### src/rtl/mem_rd_arbiter.sv
// Two-client (I-cache / D-cache) refill read arbiter in front of a single
// memory read port. One burst is in flight at a time; ties are broken
// round robin against the client that owned the previous burst.
module mem_rd_arbiter #(
  parameter int ADDR_W = 32
) (
  input  logic              clk,
  input  logic              rst,
  // I-cache
  input  logic              from_icache_rd_req_valid,
  input  logic [ADDR_W-1:0] from_icache_rd_req_addr,
  output logic              to_icache_rd_req_ready,
  output logic              to_icache_rd_rsp_valid,
  input  logic              from_icache_rd_rsp_ready,
  // D-cache
  input  logic              from_dcache_rd_req_valid,
  input  logic [ADDR_W-1:0] from_dcache_rd_req_addr,
  output logic              to_dcache_rd_req_ready,
  output logic              to_dcache_rd_rsp_valid,
  input  logic              from_dcache_rd_rsp_ready,
  // Shared response payload
  output logic [31:0]       to_cache_rd_rsp_data,
  output logic              to_cache_rd_rsp_last,
  // Memory
  output logic              to_mem_rd_req_valid,
  output logic [ADDR_W-1:0] to_mem_rd_req_addr,
  input  logic              from_mem_rd_req_ready,
  input  logic              from_mem_rd_rsp_valid,
  input  logic [31:0]       from_mem_rd_rsp_data,
  input  logic              from_mem_rd_rsp_last,
  output logic              to_mem_rd_rsp_ready
);

  localparam logic [1:0] IDLE = 2'd0;
  localparam logic [1:0] ADDR = 2'd1;
  localparam logic [1:0] DATA = 2'd2;

  localparam logic IC = 1'b0;
  localparam logic DC = 1'b1;

  logic [1:0]        state;
  logic              owner;
  logic              last_grant;
  logic [ADDR_W-1:0] addr_q;
  logic              win;
  logic              any_req;
  logic              beat_hs;

  // Pick the winner among current requesters; a tie goes to the client that
  // did not own the previous burst.
  always_comb begin
    win = IC;
    if (from_icache_rd_req_valid && from_dcache_rd_req_valid)
      win = ~last_grant;
    else if (from_dcache_rd_req_valid)
      win = DC;
  end

  assign any_req = from_icache_rd_req_valid | from_dcache_rd_req_valid;
  assign beat_hs = (state == DATA) && from_mem_rd_rsp_valid && to_mem_rd_rsp_ready;

  // Burst sequencing: latch owner/address in IDLE, hold in ADDR until memory
  // accepts, stream beats in DATA until the memory marks the last one.
  always_ff @(posedge clk or posedge rst) begin
    if (rst) begin
      state      <= IDLE;
      owner      <= IC;
      last_grant <= DC;
      addr_q     <= '0;
    end else begin
      case (state)
        IDLE: if (any_req) begin
          owner  <= win;
          addr_q <= (win == DC) ? from_dcache_rd_req_addr : from_icache_rd_req_addr;
          state  <= ADDR;
        end
        ADDR: if (from_mem_rd_req_ready) state <= DATA;
        DATA: if (beat_hs && from_mem_rd_rsp_last) begin
          last_grant <= owner;
          state      <= IDLE;
        end
        default: state <= IDLE;
      endcase
    end
  end

  // Request channel: only the latched request is presented, client inputs
  // are ignored once ADDR is entered.
  assign to_mem_rd_req_valid    = (state == ADDR);
  assign to_mem_rd_req_addr     = addr_q;
  assign to_icache_rd_req_ready = (state == ADDR) && from_mem_rd_req_ready && (owner == IC);
  assign to_dcache_rd_req_ready = (state == ADDR) && from_mem_rd_req_ready && (owner == DC);

  // Response channel: routed to the owner only while in DATA; payload is
  // broadcast unconditionally and qualified by the per-client valid.
  assign to_icache_rd_rsp_valid = (state == DATA) && from_mem_rd_rsp_valid && (owner == IC);
  assign to_dcache_rd_rsp_valid = (state == DATA) && from_mem_rd_rsp_valid && (owner == DC);
  assign to_mem_rd_rsp_ready    = (state == DATA) &&
                                  ((owner == DC) ? from_dcache_rd_rsp_ready
                                                 : from_icache_rd_rsp_ready);
  assign to_cache_rd_rsp_data   = from_mem_rd_rsp_data;
  assign to_cache_rd_rsp_last   = from_mem_rd_rsp_last;

endmodule

### config.mk
export PLATFORM = sky130hd
export DESIGN_NAME = mem_rd_arbiter
export DESIGN_NICKNAME = d
export VERILOG_FILES = /design/src/rtl/mem_rd_arbiter.sv
export SDC_FILE = /design/constraint.sdc
export NUM_CORES = 1
export LEC_CHECK = 0
export CAP_MARGIN = 20
export CORE_AREA = 2 2 85 87
export CTS_BUF_LIST = sky130_fd_sc_hd__clkbuf_2
export CTS_CLUSTER_DIAMETER = 40
export DETAILED_ROUTE_END_ITERATION = 6
export DIE_AREA = 0 0 87 89
export HOLD_SLACK_MARGIN = 0.02
export PLACE_DENSITY = 0.81
export SYNTH_ARGS = -nofsm -noshare
export SYNTH_HDL_FRONTEND = slang
export SYNTH_SLANG_ARGS = --single-unit
### constraint.sdc
create_clock -name clk -period 2.2 [get_ports clk]
set_input_delay 0.44 -clock clk [delete_from_list [all_inputs] [get_ports clk]]
set_output_delay 0.44 -clock clk [all_outputs]
set_load 0.02 [all_outputs]
==> reports/qor.csv <==
stage;metric;value;unit
clocking;TritonCTS clock tree;built;
critical_path;Crit path required time;1.76;ns
synth;Syn Inst Count;163;
synth;number of flops mapped to enable cells by yosys;0;
timing;Max Slew Vio Count;0;
synth;simple-gate share of the synthesized area;0.0274;
detailed_routing;final WL;4820;um
pwr;Lkg Pwr;1.52;nW
outcome;status;complete, no violations;
timing;Slew @ Worst Pin;0.445;ns
synth;main flop type after synthesis;dfrtp_1;
clocking;H-Tree Level Count;2;
detailed_routing;vias;1513;
timing;Worst slew margin;0.703;
synth;Synth area leader;dfrtp_1;
synth;top-area cell type share of the netlist area;0.377;
synth;most numerous cell in the Yosys netlist;mux2_4;
critical_path;Worst Path Max Fanout;5;
timing;minimum clock period;2.00;ns
synth;top post-synthesis cells by area;dfrtp_1 38%, mux2_4 37%, buf_4 11%;
timing;RSZ-0062 raised after global routing;false;
synth;top cells by count, synth;58 x mux2_4, 35 x dfrtp_1, 33 x buf_4, 7 x mux2_2, 5 x nor2_1;
synth;Post-synth ARST share;1.00;
hold_path;Hold WC Path Type;input pin to asynchronous set/reset pin;
global_route;vias in the first global route;1675;
critical_path;type of destination of the critical path;output pin;
die;core footprint;0.00672;mm2
detailed_routing;post-route ant nets;0;
global_route;global routing's busiest layer;met2;
global_route;grt met3 use;0.0416;
timing;Final Skew;0.0217;ns
synth;Adder-Cell Fraction of Synth Area;0;
timing;setup violators final;0;
clocking;Num CTS Buffers;5;
pwr;peak supply drop;0.610;mV
finish;proportion of layout cells with a drive suffix above 1;0.328;
synth;Seq/Total Area, Yosys;0.388;
clocking;Skew-Pair Late Insertion Delay;0.34;ns
die;Initial Util;0.346;
flow_run;max-cap viol count;0;
placed_design;HPWL Detailed;3790;um
detailed_routing;First-pass DRT Iterations;2;
finish;P&R area growth vs syn;42.0;%
timing;fmax;0.500;GHz
placed_design;GPL Wtd Cong;0.676;
clocking;clock-pin slew on the worst setup and hold paths;0.18;ns
critical_path;crit path launch type;register;
die;DIE AREA;0.00774;mm2
global_route;initial antenna violation count;0;
die;overall die width;87;um
die;row count;30;
clocking;maximum root-to-sink buffer count;2;
detailed_routing;Vias/cell;4.63;
synth;largest family of logic cells by synthesized area;multiplexers;
global_route;first-pass GRT wire length;7750;um
clocking;clk sink count;36;
timing;setup TNS;0;ns
synth;Syn Std Cell Area;0.00232;mm2
detailed_routing;drc violations;0;
global_route;GR Util met1;0.134;
detailed_routing;routed length per instance;14.7;um
placed_design;IO Port Bufs;111;
synth;XOR/XNOR Fraction of Synth Area;0;
finish;Ant. Diodes;0;
global_route;Total Routing Usage GR;0.129;
clocking;root buf cell;clkbuf_2;
pwr;pwr/cell area;1180;mW/mm2
timing;final hold vios;0;
clocking;Hold Buf Count CTS;0;
critical_path;critical path arrival;1.56;ns
synth;synth warn;0;
synth;syn_area_per_cell;14.3;um2
die;I/O pins;176;
synth;syn_nets;268;
finish;post-layout net count;351;
placed_design;DP Worst Slack;-0.0575;ns
synth;post-synthesis mux area share;0.413;
detailed_routing;drt first-iter violations;8;
die;Die H;89;um
synth;complex-gate fraction of the synthesized area;0.0135;
synth;Yosys cell types;19;
timing;final worst-path setup slack;0.201;ns
global_route;total gr overflow;0;
global_route;largest net degree at the start of global routing;37;
critical_path;FF-to-FF setup slack;0.51;ns
timing;fin crit share;0.909;
critical_path;kind of critical path;register to output pin;
global_route;met2 usage;0.243;
synth;flop and latch count out of synthesis;36;
[sequential cells by signal (all words and copies together) (netlist names)]
signal / flops
last_grant: 1
owner: 1
state: 2
to_mem_rd_req_addr: 32
[metal layers]
metal / share of wire / vias to the layer above
met5: 0 / -
met4: 0.015 / 0
met3: 0.084 / 14
met2: 0.53 / 85
met1: 0.37 / 719
li1: - / 695
[timing repair]
| action | CTS | global route |
|---|---|---|
| setup endpoints to repair | 5 | 1 |
| gates cloned | 0 | 0 |
| setup buffers | 0 | 0 |
| gates resized for setup | 6 | 1 |
[worst paths after layout]
check	from	end	cells past startpoint
worst max register to register	last_grant	to_mem_rd_req_addr[11]	4
min in group clk	to_mem_rd_req_addr[8]	to_mem_rd_req_addr[8]	1
worst min register to register	to_mem_rd_req_addr[8]	to_mem_rd_req_addr[8]	1
max in group asynchronous	rst	last_grant	3
worst min-delay path	rst	to_mem_rd_req_addr[5]	3
worst max-delay path	state[0]	to_dcache_rd_rsp_valid	3
[metrics by stage]
step                      total power [mW]  hold WS [ns]  area (um2)   util  std cells
final                                 3.91         0.474        3300  0.491        327
after global routing                  4.17         0.490        3300  0.491        327
after CTS                             3.98         0.448        3300  0.491        327
after detailed placement              3.68         0.496        3260  0.486        319
after global placement                3.64         0.491        3260  0.486        319
after floorplan                       2.79         0.491        2320      -        163
[cells in the final DEF (no fill, tap or decap), types with 2 or more instances in the layout]
cell type	count
mux2_2	7
nor2_1	5
buf_4	2
nand2_1	2
clkbuf_2	7
inv_1	4
nor3_1	3
mux2_4	58
buf_12	3
clkdlybuf4s50_1	105
dfrtp_1	35
dlygate4sd2_1	5
[cells by family after synthesis]
group,count (synthesis)
DFF,36
buffers and inverters,44
and+or+nand+nor,13
muxes,66
AOI/OAI and AO/OA,4
[worst max-delay path: stages (launching register included)]
cell and delay, ns:
dfrtp_1 0.46, nand2b_1 0.22, nor3_1 0.17, dlygate4sd2_1 0.37
[where the power goes]
group / switching, mW / internal (mW) / total (mW)
Sequential: 0.211 / 1.00 / 1.22
Combinational: 0.967 / 1.44 / 2.41
Clock: 0.197 / 0.0856 / 0.283
[final cells by class]
| cell class | count | area (um2) |
|---|---|---|
| repair buffers | 116 | 1180 |
| flip-flops and latches | 36 | 902 |
| clock buffers | 7 | 35.0 |
| well taps | 80 | 100 |
| multi-input cells | 83 | 1060 |
| inverters | 4 | 15.0 |
| fillers | 603 | 3420 |
| clock inverters | 1 | 3.75 |
Power figures use the tool's default switching activity.
